## src/rtl/rv64g_pkg.sv

```systemverilog
// Shared sizing constants and the decoded-instruction record passed from the decoder.
package rv64g_pkg;
  localparam int NUM_OUTSTANDING = 7;
  localparam int NUM_REGS        = 64;

  typedef struct packed {
    logic [31:0]                 raw;
    logic [$clog2(NUM_REGS)-1:0] rd;
    logic [NUM_REGS-1:0]         reg_req;
    logic                        blocking;
  } decoded_instr_t;
endpackage

```

## src/rtl/rv64g_instr_launcher_if.sv

```systemverilog
// Decoder-in / execute-out / retire signals of the instruction launcher.
interface rv64g_instr_launcher_if #(
  parameter int NUM_OUTSTANDING = rv64g_pkg::NUM_OUTSTANDING,
  parameter int NUM_REGS        = rv64g_pkg::NUM_REGS
);
  rv64g_pkg::decoded_instr_t              instr_in_i;
  logic                                   instr_in_valid_i;
  logic                                   instr_in_ready_o;
  rv64g_pkg::decoded_instr_t              instr_out_o;
  logic                                   instr_out_valid_o;
  logic                                   instr_out_ready_i;
  logic                                   done_valid_i;
  logic [$clog2(NUM_REGS)-1:0]            done_rd_i;
  logic [NUM_REGS-1:0]                    locked_regs_o;
  logic [$clog2(NUM_OUTSTANDING+1)-1:0]   outstanding_o;

  // Launcher side.
  modport slave (
    input  instr_in_i, instr_in_valid_i, instr_out_ready_i, done_valid_i, done_rd_i,
    output instr_in_ready_o, instr_out_o, instr_out_valid_o, locked_regs_o, outstanding_o
  );

  // Decoder / execution-unit side.
  modport master (
    output instr_in_i, instr_in_valid_i, instr_out_ready_i, done_valid_i, done_rd_i,
    input  instr_in_ready_o, instr_out_o, instr_out_valid_o, locked_regs_o, outstanding_o
  );
endinterface

```

## src/rtl/rv64g_instr_launcher.sv

```systemverilog
// Holds decoded instructions until their registers are unlocked, then issues them
// through a one-entry output register; retirements arrive on the done port.
module rv64g_instr_launcher #(
  parameter int NUM_OUTSTANDING = rv64g_pkg::NUM_OUTSTANDING,
  parameter int NUM_REGS        = rv64g_pkg::NUM_REGS
) (
  input logic                    clk_i,
  input logic                    arst_i,
  rv64g_instr_launcher_if.slave  bus
);
  localparam int CW = $clog2(NUM_OUTSTANDING + 1);

  logic [NUM_REGS-1:0]       locks;
  logic [NUM_REGS-1:0]       rd_mask;
  logic [NUM_REGS-1:0]       clr_mask;
  logic [CW-1:0]             count;
  logic [CW-1:0]             count_next;
  logic                      blk_pend;
  rv64g_pkg::decoded_instr_t out_q;
  logic                      out_valid;
  logic                      hazard;
  logic                      ready;
  logic                      accept;

  // Handshakes: a transfer happens on a rising edge where valid and ready are both
  // high; a producer holds valid and data stable until that edge.
  always_comb begin
    rd_mask = '0;
    if (bus.instr_in_i.rd != '0) rd_mask[bus.instr_in_i.rd] = 1'b1;
    clr_mask = '0;
    if (bus.done_valid_i && bus.done_rd_i != '0) clr_mask[bus.done_rd_i] = 1'b1;
  end

  assign hazard = |((bus.instr_in_i.reg_req | rd_mask) & locks);
  assign ready  = !arst_i
               && (!out_valid || bus.instr_out_ready_i)
               && !hazard
               && (count < CW'(NUM_OUTSTANDING))
               && !blk_pend
               && (!bus.instr_in_i.blocking || count == '0);
  assign accept = bus.instr_in_valid_i && ready;

  // A done with nothing in flight is ignored for the count (no underflow).
  always_comb begin
    count_next = count;
    if (accept && !bus.done_valid_i)
      count_next = count + CW'(1);
    else if (!accept && bus.done_valid_i && count != '0)
      count_next = count - CW'(1);
  end

  always_ff @(posedge clk_i or posedge arst_i) begin
    if (arst_i) begin
      locks     <= '0;
      count     <= '0;
      blk_pend  <= 1'b0;
      out_q     <= '0;
      out_valid <= 1'b0;
    end else begin
      locks <= (locks | (accept ? rd_mask : '0)) & ~clr_mask;
      count <= count_next;
      if (accept && bus.instr_in_i.blocking)
        blk_pend <= 1'b1;
      else if (bus.done_valid_i && count_next == '0)
        blk_pend <= 1'b0;
      if (accept) begin
        out_q     <= bus.instr_in_i;
        out_valid <= 1'b1;
      end else if (bus.instr_out_ready_i) begin
        out_valid <= 1'b0;
      end
    end
  end

  assign bus.instr_in_ready_o  = ready;
  assign bus.instr_out_o       = out_q;
  assign bus.instr_out_valid_o = out_valid;
  assign bus.locked_regs_o     = locks;
  assign bus.outstanding_o     = count;
endmodule

```

## src/flat_wrapper.sv

```systemverilog
// flat-port wrapper written by rule: the top's interface ports become plain ports
module rv64g_instr_launcher_flat 
#(
  parameter int NUM_OUTSTANDING = rv64g_pkg::NUM_OUTSTANDING,
  parameter int NUM_REGS        = rv64g_pkg::NUM_REGS
)
  (clk_i, arst_i, bus_instr_in_i, bus_instr_in_valid_i, bus_instr_out_ready_i, bus_done_valid_i, bus_done_rd_i, bus_instr_in_ready_o, bus_instr_out_o, bus_instr_out_valid_o, bus_locked_regs_o, bus_outstanding_o);
  rv64g_instr_launcher_if #(.NUM_OUTSTANDING(NUM_OUTSTANDING), .NUM_REGS(NUM_REGS)) bus_i ();
  input logic clk_i;
  input logic arst_i;
  input wire logic [$bits(bus_i.instr_in_i)-1:0] bus_instr_in_i;
  input wire logic [$bits(bus_i.instr_in_valid_i)-1:0] bus_instr_in_valid_i;
  input wire logic [$bits(bus_i.instr_out_ready_i)-1:0] bus_instr_out_ready_i;
  input wire logic [$bits(bus_i.done_valid_i)-1:0] bus_done_valid_i;
  input wire logic [$bits(bus_i.done_rd_i)-1:0] bus_done_rd_i;
  output wire logic [$bits(bus_i.instr_in_ready_o)-1:0] bus_instr_in_ready_o;
  output wire logic [$bits(bus_i.instr_out_o)-1:0] bus_instr_out_o;
  output wire logic [$bits(bus_i.instr_out_valid_o)-1:0] bus_instr_out_valid_o;
  output wire logic [$bits(bus_i.locked_regs_o)-1:0] bus_locked_regs_o;
  output wire logic [$bits(bus_i.outstanding_o)-1:0] bus_outstanding_o;
  assign bus_i.instr_in_i = bus_instr_in_i;
  assign bus_i.instr_in_valid_i = bus_instr_in_valid_i;
  assign bus_i.instr_out_ready_i = bus_instr_out_ready_i;
  assign bus_i.done_valid_i = bus_done_valid_i;
  assign bus_i.done_rd_i = bus_done_rd_i;
  assign bus_instr_in_ready_o = bus_i.instr_in_ready_o;
  assign bus_instr_out_o = bus_i.instr_out_o;
  assign bus_instr_out_valid_o = bus_i.instr_out_valid_o;
  assign bus_locked_regs_o = bus_i.locked_regs_o;
  assign bus_outstanding_o = bus_i.outstanding_o;
  rv64g_instr_launcher #(.NUM_OUTSTANDING(NUM_OUTSTANDING), .NUM_REGS(NUM_REGS)) u_core (.clk_i(clk_i), .arst_i(arst_i), .bus(bus_i));
endmodule
```

## config.mk

```make
export PLATFORM = sky130hd
export DESIGN_NAME = rv64g_instr_launcher_flat
export DESIGN_NICKNAME = d
export VERILOG_FILES = /design/src/rtl/rv64g_pkg.sv /design/src/rtl/rv64g_instr_launcher_if.sv /design/src/rtl/rv64g_instr_launcher.sv /design/src/flat_wrapper.sv
export SDC_FILE = /design/constraint.sdc
export NUM_CORES = 1
export LEC_CHECK = 0
export CORE_MARGIN = 8
export CORE_UTILIZATION = 46
export DETAILED_ROUTE_END_ITERATION = 8
export PLACE_DENSITY = 0.85
export REMOVE_ABC_BUFFERS = 1
export SYNTH_ARGS = -nofsm -noshare
export SYNTH_HDL_FRONTEND = slang
export SYNTH_SLANG_ARGS = --single-unit
```

## constraint.sdc

```tcl
create_clock -name clk_i -period 7.3 [get_ports clk_i]
set_input_delay 1.095 -clock clk_i [delete_from_list [all_inputs] [get_ports clk_i]]
set_output_delay 1.095 -clock clk_i [all_outputs]
set_load 0.005 [all_outputs]
```

==> results of run 1 <==
[flip-flops by register name, summed over array words and instances, names as in the netlist]
signal	flops
u_core.bus.instr_out_valid_o	1
u_core.bus.locked_regs_o	64
u_core.blk_pend	1
u_core.bus.instr_out_o	103
u_core.bus.outstanding_o	3
[power groups by stage]
stage               sequential, mW  combinational (mW)  clock [mW]
detailed placement            1.46                1.25           0
CTS                           1.44                1.25       0.936
floorplan                     1.46               0.364           0
global placement              1.44                1.22           0
global route                  1.48                1.34       0.975
finish                        1.44                1.24       0.927
[how the worst max path moves through the flow]
stage	startpoint	to	cells past startpoint
global placement	bus_instr_in_i[70]	bus_instr_in_ready_o	9
CTS	bus_instr_in_i[70]	bus_instr_in_ready_o	9
floorplan	arst_i	u_core.blk_pend$_DFFE_PP0P_	1
detailed placement	bus_instr_in_i[70]	bus_instr_in_ready_o	9
finish	bus_instr_in_i[65]	bus_instr_in_ready_o	8
global route	bus_instr_in_i[70]	bus_instr_in_ready_o	9
[layer usage]
| metal | vias to the layer above | GRT usage | part of all wire |
|---|---|---|---|
| li1 | 3826 | - | - |
| met3 | 92 | 0.0977 | 0.12 |
| met1 | 4102 | 0.364 | 0.38 |
| met4 | 0 | 0.113 | 0.035 |
| met2 | 550 | 0.468 | 0.46 |
| met5 | - | 0 | 0 |
[critical path, delay by kind of cell]
kind                   cells  cell delay, ps
buffers and inverters      3            1780
AND/OR/NAND/NOR            4            1590
AO/OA/AOI/OAI              1             290
[kinds of logic after synthesis]
group                    share of synthesized area
multiplexers                                0.0140
buffers and inverters                       0.0484
XOR/XNOR                                   0.00105
AO/OA/AOI/OAI                                0.164
adder cells (fa/ha/maj)                    0.00451
flip-flops                                   0.517
AND/OR/NAND/NOR                              0.251
[through the flow]
step	util	area [um^2]
3_5_place_dp	0.630	11200
6_report	0.663	11800
5_1_grt	0.663	11800
4_1_cts	0.663	11800
2_1_floorplan	-	7980
3_3_place_gp	0.630	11200
[cell type report]
class / count / area, um^2
Sequential cell: 172 / 4300
Clock buffer: 18 / 429
Tap cell: 229 / 287
Timing Repair Buffer: 297 / 2940
Inverter: 17 / 68.8
Clock inverter: 14 / 163
Fill cell: 1487 / 6010
Multi-Input combinational cell: 686 / 3630
[cells in the final DEF (no fill, tap or decap), drive strengths merged, types with 3 or more instances in the layout]
master / n
a31oi: 62
clkinv: 4
clkdlybuf4s50: 285
clkbuf: 18
nand4: 10
nor2: 31
a32o: 3
a21oi: 41
and3: 8
nand2b: 8
o21ai: 11
nor2b: 9
dfrtp: 172
nand3b: 5
a41oi: 10
a22oi: 29
mux2i: 9
inv: 22
clkinvlp: 3
o22a: 6
a222oi: 4
buf: 12
nand2: 329
nor4: 18
and2: 5
nor3b: 4
nor3: 18
or3b: 3
a2bb2oi: 5
nand3: 14
ha: 3
==> results.sh, run 1 <==
export IMPL_status="finished, final reports clean"
export IMPL_htreeDepth=4
export IMPL_timing_final_max_slew_violations=0
export IMPL_critPathArrivalTime_ps=4780
export IMPL_p_leak_nw=5.27
export IMPL_tns_ps=0
export IMPL_p_total_mw=3.61
export IMPL_initial_core_util=0.466
export IMPL_antenna_found_initial=0
export IMPL_pwr_share_comb=0.343
export IMPL_critical_path_slowest_cell="nor3_1"
export IMPL_fin_skew_ps=12.3
export IMPL_cap_violations=0
export IMPL_switching_power_mw=1.12
export IMPL_cts_buffer_depth=2
export IMPL_holdWs_ps=425
export IMPL_cts_root_buf="clkbuf_16"
export IMPL_postRouteAntennaNets=0
export IMPL_crit_fanout=20
export IMPL_die_x_um=151
export IMPL_ios=286
export IMPL_layout_drive_gt1_share=0.0482
export IMPL_cts_buffers=17
export IMPL_area_delta_synth_final_pct=42.1
export IMPL_async_reset_ff_frac=1.00
export IMPL_synthTopCellsByArea="dfrtp_1 (52%), nand2_1 (15%), a31oi_1 (4.7%), a22oi_1 (2.6%), a21oi_1 (2.5%)"
export IMPL_tightest_slew_ps=1290
export IMPL_dieArea_um2=22700
export IMPL_reg2reg_slack_ps=3320
export IMPL_wl_per_cell_um=23.6
export IMPL_power_frac_seq=0.400
export IMPL_worstSetupPathType="in -> out"
export IMPL_yosys_top_cells_count="nand2_1 (329), dfrtp_1 (172), a31oi_1 (62)"
export IMPL_synthFlopType="dfrtp_1"
export IMPL_drc=0
export IMPL_placedCellCount=1401
export IMPL_power_share_clock=0.257
export IMPL_synth_edf_count=0
export IMPL_diodes=0
export IMPL_setup_ws_ps=1430
export IMPL_cts_tree="done"
export IMPL_clock_latency_ps=440
export IMPL_wirelength_um=33800
export IMPL_finalSetupViolations=0
export IMPL_yosysTopAreaCellShare=0.517
export IMPL_pre_cts_ws_ps=1660
export IMPL_fin_nets=1308
export IMPL_grt_pass1_wl_um=50600
export IMPL_power_density_nw_per_um2=305
export IMPL_rows=49
export IMPL_min_from="u_core.bus.locked_regs_o[0]$_DFF_PP0_"
export IMPL_post_route_min_period_ps=5870
export IMPL_avgSynthCellArea_um2=8.82
export IMPL_core_um2=17800
export IMPL_yosys_warnings=0
export IMPL_cpPeakStageDelay_ps=1070
export IMPL_first_pass_iters=7
export IMPL_ir_worst_vdd_mv=0.193
export IMPL_cpMostUsedCell="clkdlybuf4s50_1"
export IMPL_synth_top_area_cell="dfrtp_1"
export IMPL_die_h_um=151
export IMPL_grt_util_all_layers=0.294
export IMPL_rr_worst_depth=12
export IMPL_dp_hpwl_um=25100
export IMPL_path_clk_slew_ps=60
export IMPL_rsz0062_at_grt="false"
export IMPL_num_vias=8570
export IMPL_p_sw_frac=0.311
export IMPL_ctsHoldBuffers=0
export IMPL_hold_depth=0
export IMPL_start_kind="input port"
export IMPL_cts_repair_resized=0
export IMPL_gp_congestion=0.989
export IMPL_synth_area_um2=8320
export IMPL_worstPathCellList="clkdlybuf4s50_1, inv_1, nor3_1, a32oi_1, nor2_1, nor4_4, and2_1, clkdlybuf4s50_1"
export IMPL_hold_path_class="reg -> reg"
export IMPL_first_global_vias=8434
export IMPL_r2r_end="u_core.bus.instr_out_o[78]$_DFFE_PP0N_"
export IMPL_synth_cell_types=70
export IMPL_required_ps=6200
export IMPL_port_buffers=285
export IMPL_min_to="u_core.bus.locked_regs_o[0]$_DFF_PP0_"
export IMPL_hold_viol_final=0
export IMPL_post_cts_buffers=0
export IMPL_end_kind="primary output"
export IMPL_grt_ovfl_total=0
export IMPL_grt_max_degree=106
export IMPL_drt_iter0_drc=840
export IMPL_p_int_mw=2.48
export IMPL_ys_seq_area_frac=0.517
export IMPL_maxClockFrequency_mhz=170
export IMPL_finalNonFillerCells=1433
export IMPL_cts_sinks=172
export IMPL_viasPerCell=5.98
export IMPL_ys_ff_latch=172
export IMPL_r2r_start="u_core.bus.outstanding_o[0]$_DFF_PP0_"
export IMPL_syn_inst=943
export IMPL_relSlewSlack=0.136
export IMPL_yosysMostFrequentCell="nand2_1"
export IMPL_period_share=0.804
Power figures use the tool's default switching activity.
==> inputs of run 2 (changes only) <==
--- a/config.mk
+++ b/config.mk
@@ -6,9 +6,9 @@
 export NUM_CORES = 1
 export LEC_CHECK = 0
 export CORE_MARGIN = 8
-export CORE_UTILIZATION = 46
+export CORE_UTILIZATION = 42
 export DETAILED_ROUTE_END_ITERATION = 8
-export PLACE_DENSITY = 0.85
+export PLACE_DENSITY = 0.82
 export REMOVE_ABC_BUFFERS = 1
 export SYNTH_ARGS = -nofsm -noshare
 export SYNTH_HDL_FRONTEND = slang
==> constraint.sdc (replaced) <==
create_clock -name clk_i -period 5.38 [get_ports clk_i]
set_input_delay 0.807 -clock clk_i [delete_from_list [all_inputs] [get_ports clk_i]]
set_output_delay 0.807 -clock clk_i [all_outputs]
set_load 0.005 [all_outputs]
==> run 2 against run 1 <==
- cell count up 3.8%
- critical path type unchanged
- power is 35% higher
- clock-buffer cell count stayed put
- die area up 8.5%
- largest cell class unchanged
==> results.sh, run 2 (same netlist as run 1, synthesis figures left out) <==
export IMPL_status="finished, final reports clean"
export IMPL_fin_skew_ps=13.3
export IMPL_worstSetupPathType="in -> out"
export IMPL_rsz0062_at_grt="false"
export IMPL_hold_path_class="reg -> reg"
export IMPL_r2r_end="u_core.bus.locked_regs_o[45]$_DFF_PP0_"
export IMPL_ios=286
export IMPL_ctsHoldBuffers=0
export IMPL_largest_reg_flops=103
export IMPL_port_buffers=285
export IMPL_postRouteAntennaNets=0
export IMPL_diodes=0
export IMPL_dp_hpwl_um=26300
export IMPL_endpoint="bus_instr_in_ready_o"
export IMPL_htreeDepth=4
export IMPL_core_um2=19500
export IMPL_power_density_nw_per_um2=405
export IMPL_end_kind="primary output"
export IMPL_drc=0
export IMPL_die_h_um=157
export IMPL_p_leak_nw=5.37
export IMPL_path_clk_slew_ps=70
export IMPL_start_kind="input port"
export IMPL_grt_ovfl_total=0
export IMPL_cts_buffers=17
export IMPL_grt_pass1_wl_um=52100
export IMPL_rr_worst_depth=13
export IMPL_area_delta_synth_final_pct=44.9
export IMPL_first_pass_iters=7
export IMPL_p_total_mw=4.88
export IMPL_hold_viol_final=0
export IMPL_die_x_um=157
export IMPL_r2r_start="u_core.bus.outstanding_o[0]$_DFF_PP0_"
export IMPL_fin_nets=1326
export IMPL_relSlewSlack=0.211
export IMPL_dieArea_um2=24600
export IMPL_num_vias=8598
export IMPL_post_route_min_period_ps=4550
export IMPL_required_ps=4570
export IMPL_first_global_vias=8431
export IMPL_period_share=0.846
export IMPL_grt_util_all_layers=0.280
export IMPL_cts_sinks=172
export IMPL_ir_worst_vdd_mv=0.237
export IMPL_grt_max_degree=89
export IMPL_post_cts_buffers=0
export IMPL_rows=51
export IMPL_layout_common_cells="nand2_1 (329), clkdlybuf4s50_1 (285), dfrtp_1 (172), a31oi_1 (62), a21oi_1 (41)"
export IMPL_tns_ps=0
export IMPL_cts_repair_resized=0
export IMPL_gp_congestion=1.02
export IMPL_layout_drive_gt1_share=0.0630
export IMPL_critPathArrivalTime_ps=3740
export IMPL_wirelength_um=35200
export IMPL_holdWs_ps=411
export IMPL_wl_per_cell_um=23.6
export IMPL_cts_root_buf="clkbuf_16"
export IMPL_final_common_cell="nand2_1"
export IMPL_fillers=1653
export IMPL_startpoint="bus_instr_in_i[65]"
export IMPL_clock_latency_ps=430
export IMPL_timing_final_max_slew_violations=0
export IMPL_tightest_slew_ps=1180
export IMPL_viasPerCell=5.78
export IMPL_reg2reg_slack_ps=1940
export IMPL_drt_iter0_drc=1137
export IMPL_cts_buffer_depth=2
export IMPL_maxClockFrequency_mhz=220
export IMPL_finalSetupViolations=0
export IMPL_initial_core_util=0.428
export IMPL_crit_fanout=12
export IMPL_cap_violations=0
export IMPL_cts_tree="done"
export IMPL_antenna_found_initial=0
[run 2: per-layer routing]
metal | up-vias | routed length [um] | GRT usage | share of wire
met5 | - | 0 | 0 | 0
met4 | 0 | 1050 | 0.108 | 0.030
met3 | 73 | 3850 | 0.0869 | 0.11
met2 | 527 | 16400 | 0.450 | 0.47
met1 | 4151 | 13900 | 0.346 | 0.39
li1 | 3847 | - | - | -
[run 2: layout make-up]
type / count / area, um^2 / share of cell area
Clock buffer: 18 / 439 / 0.0364
Clock inverter: 14 / 151 / 0.0126
Multi-Input combinational cell: 686 / 3630 / 0.301
Timing Repair Buffer: 315 / 3130 / 0.259
Sequential cell: 172 / 4300 / 0.357
Tap cell: 265 / 332 / 0.0275
Inverter: 17 / 68.8 / 0.00571
[run 2: report_power, final]
group	switching, mW	total [mW]	internal (mW)	leakage, nW
Combinational	0.718	1.71	0.988	2.82
Sequential	0.253	1.95	1.70	2.26
Clock	0.590	1.22	0.633	0.286
[run 2: how the worst min path moves through the flow]
stage,slack [ps],to,cells after the start,start
after floorplan,400,u_core.bus.locked_regs_o[0]$_DFF_PP0_,0,u_core.bus.locked_regs_o[0]$_DFF_PP0_
after global placement,400,u_core.bus.locked_regs_o[0]$_DFF_PP0_,0,u_core.bus.locked_regs_o[0]$_DFF_PP0_
after detailed placement,400,u_core.bus.locked_regs_o[0]$_DFF_PP0_,0,u_core.bus.locked_regs_o[0]$_DFF_PP0_
after CTS,410,u_core.bus.locked_regs_o[0]$_DFF_PP0_,0,u_core.bus.locked_regs_o[0]$_DFF_PP0_
after global routing,440,u_core.bus.locked_regs_o[0]$_DFF_PP0_,0,u_core.bus.locked_regs_o[0]$_DFF_PP0_
final,410,u_core.bus.locked_regs_o[0]$_DFF_PP0_,0,u_core.bus.locked_regs_o[0]$_DFF_PP0_
[run 2: critical path, cell delays in order]
cell	delay (ps)
clkdlybuf4s50_1	670
buf_4	320
buf_4	170
or4b_1	540
a2bb2o_1	270
o21ai_1	60
nand4_1	180
nor3_1	90
and2_1	170
clkdlybuf4s50_1	460
[run 2: metrics by stage]
step	cell area [um^2]	cells	utilization	worst slack [ps]
floorplan	7980	875	-	-87.1
global placement	11500	1455	0.589	816
detailed placement	11500	1455	0.589	851
CTS	12100	1487	0.619	837
global route	12100	1487	0.619	670
finish	12100	1487	0.619	831
